**src/rtl/gpu_reg_pkg.sv**
```systemverilog
// Shared encodings for the register-port initiator: command opcodes and FSM states.
package gpu_reg_pkg;

    localparam int OP_W = 2;

    typedef enum logic [OP_W-1:0] {
        OP_READ  = 2'd0,
        OP_WRITE = 2'd1,
        OP_POLL  = 2'd2,
        OP_RSVD  = 2'd3
    } op_e;

    typedef enum logic [2:0] {
        ST_IDLE,
        ST_WR,
        ST_RD_REQ,
        ST_RD_WAIT,
        ST_RESP
    } state_e;

endpackage

```
**src/rtl/gpu_reg_initiator.sv**
```systemverilog
// Command-driven master for a one-cycle-latency register port (READ / WRITE / POLL).
// POLL is built only when GPU_REG_INITIATOR_POLL_EN is defined; otherwise op 2 is rejected.
module gpu_reg_initiator
    import gpu_reg_pkg::*;
#(
    parameter  int BYTES_PER_REG = 4,
    parameter  int REG_COUNT     = 32,
    parameter  int POLL_MAX      = 1024,
    localparam int W             = 8 * BYTES_PER_REG,
    localparam int A             = $clog2(REG_COUNT * BYTES_PER_REG)
) (
    input  logic                     clk_i,
    input  logic                     rst_i,
    input  logic                     cmd_valid_i,
    output logic                     cmd_ready_o,
    input  logic [1:0]               cmd_op_i,
    input  logic [A-1:0]             cmd_addr_i,
    input  logic [W-1:0]             cmd_data_i,
    input  logic [BYTES_PER_REG-1:0] cmd_be_i,
    output logic                     rsp_valid_o,
    input  logic                     rsp_ready_i,
    output logic [W-1:0]             rsp_data_o,
    output logic                     rsp_err_o,
    output logic                     reg_en_o,
    output logic [A-1:0]             reg_addr_o,
    output logic [BYTES_PER_REG-1:0] reg_we_o,
    output logic [W-1:0]             reg_din_o,
    input  logic [W-1:0]             reg_dout_i
);

    localparam logic [A-1:0] ALIGN_MASK = A'(BYTES_PER_REG - 1);

    state_e         state_q, state_d;
    op_e            cmd_op;
    logic           accept, misaligned, op_ok;
    logic [A-1:0]   addr_q;
    logic           rsp_load, rsp_err_d;
    logic [W-1:0]   rsp_data_d;
    logic           poll_retry, poll_fail;

    // Ready is gated by reset so every output reads 0 while rst_i is high.
    assign cmd_ready_o = (state_q == ST_IDLE) && !rst_i;
    assign accept      = cmd_valid_i && cmd_ready_o;
    assign cmd_op      = op_e'(cmd_op_i);
    assign misaligned  = |(cmd_addr_i & ALIGN_MASK);

`ifdef GPU_REG_INITIATOR_POLL_EN
    localparam int            CW         = $clog2(POLL_MAX + 1);
    localparam logic [CW-1:0] POLL_LIMIT = CW'(POLL_MAX);

    op_e                      op_q;
    logic [W-1:0]             data_q;
    logic [BYTES_PER_REG-1:0] be_q;
    logic [CW-1:0]            poll_cnt_q;
    logic [W-1:0]             byte_mask;
    logic                     poll_match, is_poll;

    assign op_ok = (cmd_op != OP_RSVD);

    always_comb begin
        byte_mask = '0;
        for (int b = 0; b < BYTES_PER_REG; b++)
            byte_mask[b*8 +: 8] = {8{be_q[b]}};
    end

    // An all-zero mask compares nothing, so the first read always matches.
    assign poll_match = (((reg_dout_i ^ data_q) & byte_mask) == '0);
    assign is_poll    = (op_q == OP_POLL);
    assign poll_fail  = is_poll && !poll_match;
    assign poll_retry = poll_fail && (poll_cnt_q < POLL_LIMIT);

    always_ff @(posedge clk_i or posedge rst_i) begin
        if (rst_i) begin
            op_q       <= OP_READ;
            data_q     <= '0;
            be_q       <= '0;
            poll_cnt_q <= '0;
        end else if (accept) begin
            op_q       <= cmd_op;
            data_q     <= cmd_data_i;
            be_q       <= cmd_be_i;
            poll_cnt_q <= '0;
        end else if (state_q == ST_RD_REQ && poll_cnt_q != POLL_LIMIT) begin
            poll_cnt_q <= poll_cnt_q + CW'(1);
        end
    end
`else
    assign op_ok      = (cmd_op == OP_READ) || (cmd_op == OP_WRITE);
    assign poll_fail  = 1'b0;
    assign poll_retry = 1'b0;
`endif

    always_ff @(posedge clk_i or posedge rst_i) begin
        if (rst_i)       state_q <= ST_IDLE;
        else             state_q <= state_d;
    end

    always_comb begin
        state_d    = state_q;
        rsp_load   = 1'b0;
        rsp_data_d = '0;
        rsp_err_d  = 1'b0;
        case (state_q)
            ST_IDLE: begin
                if (accept) begin
                    if (misaligned || !op_ok) begin
                        state_d   = ST_RESP;
                        rsp_load  = 1'b1;
                        rsp_err_d = 1'b1;
                    end else if (cmd_op == OP_WRITE) begin
                        state_d = ST_WR;
                    end else begin
                        state_d = ST_RD_REQ;
                    end
                end
            end
            ST_WR: begin
                state_d  = ST_RESP;
                rsp_load = 1'b1;
            end
            ST_RD_REQ:  state_d = ST_RD_WAIT;
            ST_RD_WAIT: begin
                if (poll_retry) begin
                    state_d = ST_RD_REQ;
                end else begin
                    state_d    = ST_RESP;
                    rsp_load   = 1'b1;
                    rsp_data_d = reg_dout_i;
                    rsp_err_d  = poll_fail;
                end
            end
            ST_RESP: begin
                if (rsp_valid_o && rsp_ready_i) state_d = ST_IDLE;
            end
            default: state_d = ST_IDLE;
        endcase
    end

    always_ff @(posedge clk_i or posedge rst_i) begin
        if (rst_i)       addr_q <= '0;
        else if (accept) addr_q <= cmd_addr_i;
    end

    // Port outputs are registered from the next state so they line up with WR / RD_REQ.
    always_ff @(posedge clk_i or posedge rst_i) begin
        if (rst_i) begin
            reg_en_o   <= 1'b0;
            reg_addr_o <= '0;
            reg_we_o   <= '0;
            reg_din_o  <= '0;
        end else begin
            reg_en_o   <= (state_d == ST_WR) || (state_d == ST_RD_REQ);
            reg_we_o   <= (state_d == ST_WR) ? cmd_be_i   : '0;
            reg_din_o  <= (state_d == ST_WR) ? cmd_data_i : '0;
            if ((state_d == ST_WR) || (state_d == ST_RD_REQ))
                reg_addr_o <= (state_q == ST_IDLE) ? cmd_addr_i : addr_q;
            else
                reg_addr_o <= '0;
        end
    end

    // Response payload is captured on entry to RESP; valid follows one cycle later
    // and drops on the handshake edge, so IDLE never overlaps a completing response.
    always_ff @(posedge clk_i or posedge rst_i) begin
        if (rst_i) begin
            rsp_valid_o <= 1'b0;
            rsp_data_o  <= '0;
            rsp_err_o   <= 1'b0;
        end else begin
            rsp_valid_o <= (state_q == ST_RESP) && !(rsp_valid_o && rsp_ready_i);
            if (rsp_load) begin
                rsp_data_o <= rsp_data_d;
                rsp_err_o  <= rsp_err_d;
            end
        end
    end

endmodule
```
**config.mk**
```make
export PLATFORM = sky130hd
export DESIGN_NAME = gpu_reg_initiator
export DESIGN_NICKNAME = d
export VERILOG_FILES = /design/src/rtl/gpu_reg_pkg.sv /design/src/rtl/gpu_reg_initiator.sv
export SDC_FILE = /design/constraint.sdc
export NUM_CORES = 1
export LEC_CHECK = 0
export ABC_CLOCK_PERIOD_IN_PS = 3100
export BUFFER_PORTS_ARGS = -buffer_cell sky130_fd_sc_hd__buf_4
export CORE_AREA = 2 2 83 85
export CTS_CLUSTER_SIZE = 12
export DETAILED_ROUTE_END_ITERATION = 16
export DIE_AREA = 0 0 85 87
export PLACE_DENSITY = 0.82
export SETUP_SLACK_MARGIN = 0.2
export SLEW_MARGIN = 20
export SYNTH_ARGS = -nofsm -noshare
export SYNTH_HDL_FRONTEND = slang
export SYNTH_SLANG_ARGS = --single-unit
```
**constraint.sdc**
```tcl
create_clock -name clk_i -period 3.1 [get_ports clk_i]
set_input_delay 0 -clock clk_i [delete_from_list [all_inputs] [get_ports clk_i]]
set_output_delay 0 -clock clk_i [all_outputs]
set_load 0.01 [all_outputs]
```
==> flow_summary.json <==
{
  "port_buffers": 159,
  "yosysWarnings": 0,
  "cts_resized": 0,
  "clock-sinks": 81,
  "p_sw_mw": 0.576,
  "hold-path-cell-count": 3,
  "cp.arrival_ns": 2.35,
  "maxSlewHeadroom": 0.518,
  "cts_buffers": 9,
  "cp.depth": 5,
  "setup_tns_ns": 0,
  "postRouteAntennaNets": 0,
  "ir_drop_uv": 355,
  "crit_type": "register to register",
  "nNetsFinal": 576,
  "end_kind": "register",
  "min_period_over_period": 0.670,
  "grt_pass1_vias": 3096,
  "clk_latency_ns": 0.35,
  "htree_levels": 3,
  "p_total_mw": 2.33,
  "skew_ns": 0.0166,
  "cp_slowest_cell": "dlygate4sd3_1",
  "finalHoldViolCount": 0,
  "coreArea_sq_mm": 0.00657,
  "die_w_um": 85,
  "antenna_found_initial": 0,
  "finalSetupViolCount": 0,
  "num_rows": 30,
  "layout-drive-gt1-share": 0.370,
  "power_frac_comb": 0.155,
  "power_density_mw_per_mm2": 446,
  "wl_per_cell_um": 16.7,
  "clock_path_buffers": 2,
  "dpl-instance-area_sq_mm": 0.00420,
  "critical-path-top-delay-family": "buffers and inverters",
  "path_cells": "or4_4 > inv_2 > nand2_2 > o31ai_1 > dlygate4sd3_1",
  "status": "completed",
  "via_count": 2844,
  "grtUsageTotal": 0.272,
  "p_int_mw": 1.75,
  "fmax_mhz": 481,
  "clockRootBuffer": "clkbuf_8",
  "tightest_slew_ns": 0.722,
  "die-height_um": 87,
  "synth_area_sq_mm": 0.00297,
  "antenna_cells": 0,
  "seq_area_frac_synth": 0.682,
  "syn_avg_cell_area_sq_um": 11.5,
  "drc": 0,
  "postSynthCellCount": 259,
  "crit_path_start": "state_q[0]",
  "layout_min_cycle_time_ns": 2.08,
  "clkSlewWorstSetupHoldPaths_ns": 0.09,
  "grt_max_degree": 66,
  "drt_iter0_drc": 117,
  "ys_ff_latch": 81,
  "rsz0062_at_grt": "no",
  "die_area_sq_mm": 0.00740,
  "grt_overflow": 0,
  "grt_pass1_wl_mm": 15.3,
  "slowest_delay_ns": 0.57,
  "drt-total-wl_mm": 9.66,
  "synth_cell_type_count": 25,
  "drt_pass1_iterations": 4,
  "viasPerCell": 4.90,
  "clockPowerShare": 0.366,
  "area.growth.synth_to_final_pct": 75.6,
  "leakage_nw": 2.63,
  "final_area_sq_mm": 0.00522,
  "finalMaxSlewViolations": 0,
  "path_buf_inv": 2,
  "power.share.sequential": 0.479,
  "cts_tree": "yes",
  "hold_start": "cmd_addr_i[0]",
  "path_max_fanout": 6,
  "rr_startpoint": "state_q[0]",
  "start_kind": "register",
  "num_io_pins": 160,
  "rr_worst_depth": 5,
  "p_sw_frac": 0.247,
  "post-dp-hpwl_mm": 5.18,
  "cp.required_ns": 3.38,
  "hp-class": "primary input to register",
  "maxCapViolCount": 0,
  "start_util": 0.452,
  "globalplace.congestion": 0.769
}
## synth_stat cells
cell type / number / area share
o22ai_1: 32 / 0.067
nand2_1: 64 / 0.081
buf_4: 4 / 0.010
o21ai_0: 2 / 0.0034
o211ai_1: 1 / 0.0025
or3_1: 1 / 0.0021
nand2_2: 1 / 0.0021
nand3_1: 2 / 0.0034
and4_1: 1 / 0.0029
o31ai_1: 1 / 0.0025
conb_1: 1 / 0.0013
a31o_2: 1 / 0.0029
nor3_1: 2 / 0.0034
nor3_2: 1 / 0.0034
buf_2: 1 / 0.0017
inv_2: 1 / 0.0013
inv_1: 4 / 0.0051
a21o_1: 1 / 0.0025
clkbuf_1: 10 / 0.013
nand2b_1: 1 / 0.0021
buf_6: 3 / 0.011
or4_4: 1 / 0.0038
and2_1: 41 / 0.086
dfrtp_1: 81 / 0.68
a2111oi_0: 1 / 0.0029
## flip-flops by register name (all words and copies together), names as in the netlist
name / cells
rsp_valid_o: 1
reg_we_o: 4
reg_addr_o: 7
state_q: 3
reg_din_o: 32
rsp_err_o: 1
reg_en_o: 1
rsp_data_o: 32
## worst min-delay path, stage by stage
cell	delay, ns
buf_4	0.08
or3_1	0.12
nor3_1	0.10
## per-stage QoR
| stage | std cells | hold WS (ns) | util | worst slack [ns] |
|---|---|---|---|---|
| final | 580 | 0.0171 | 0.794 | 1.02 |
| after global routing | 580 | 0.0250 | 0.794 | 0.947 |
| after CTS | 580 | 0.0000227 | 0.794 | 1.11 |
| after detailed placement | 485 | 0.197 | 0.640 | 1.22 |
| after global placement | 485 | 0.198 | 0.640 | 1.30 |
| after floorplan | 260 | 0.0961 | - | 1.02 |
## power groups by stage
stage / registers (mW) / clock network, mW / logic (mW)
after floorplan: 1.14 / 0 / 0.106
after CTS: 1.11 / 0.855 / 0.348
after global placement: 1.13 / 0 / 0.262
after detailed placement: 1.13 / 0 / 0.267
final: 1.12 / 0.852 / 0.361
after global routing: 1.12 / 0.915 / 0.388
## timing repair
| action | 4_1_cts | 5_1_grt |
|---|---|---|
| buffers inserted | 0 | 0 |
| endpoints found under the hold margin | 135 | 0 |
| hold buffers | 79 | 0 |
## worst paths after layout
kind                                  end  slack (ns)
setup / recovery               state_q[1]        1.02
hold / removal                   reg_en_o        0.02
setup reg to reg               state_q[1]        1.02
hold reg to reg                 rsp_err_o        0.49
max in group asynchronous  rsp_data_o[29]        1.95
min in group asynchronous     reg_we_o[1]        0.36
## placed cells by master, fill, tap and decap left out
cell,instances
o211ai_1,1
dfrtp_1,81
a31o_2,1
clkinv_2,1
and2_1,41
nand3_1,2
a2111oi_0,1
inv_4,1
nor3_4,1
clkbuf_1,1
dlygate4sd3_1,79
inv_2,1
or4_4,1
clkbuf_8,9
and4_1,1
a21o_1,1
inv_1,3
nand2b_4,1
nand2_1,64
o31ai_1,1
bufinv_16,2
o21ai_0,2
inv_6,1
conb_1,2
or3_1,1
clkinv_4,2
o22ai_1,32
nor3_1,2
nand2_2,1
buf_4,163
## cell families (layout without fill, tap and decap cells)
kind of cell           Yosys count  count (layout)  share of synthesized area
and+or+nand+nor                115             115                      0.190
other                            1               2                    0.00126
buffers and inverters           23             263                     0.0421
DFF                             81              81                      0.682
AOI/OAI and AO/OA               39              39                     0.0842
## cell type report
cell class                 instances  area (sq um)
clock buffer                      10           128
clock inverter                     6          91.3
fill                             372          1350
inverter                           5          21.3
multi-input combinational        156           837
sequential                        81          2030
tap                               80           100
timing repair buffer             242          2010
## routing by layer
metal	part of all wire	up-vias	global-route usage	wire [um]
met3	0.091	21	0.0957	883
li1	-	1316	-	-
met1	0.37	1364	0.313	3580
met4	0.026	0	0.111	252
met2	0.51	143	0.466	4950
met5	0	-	0	0
Power figures use the tool's default switching activity.
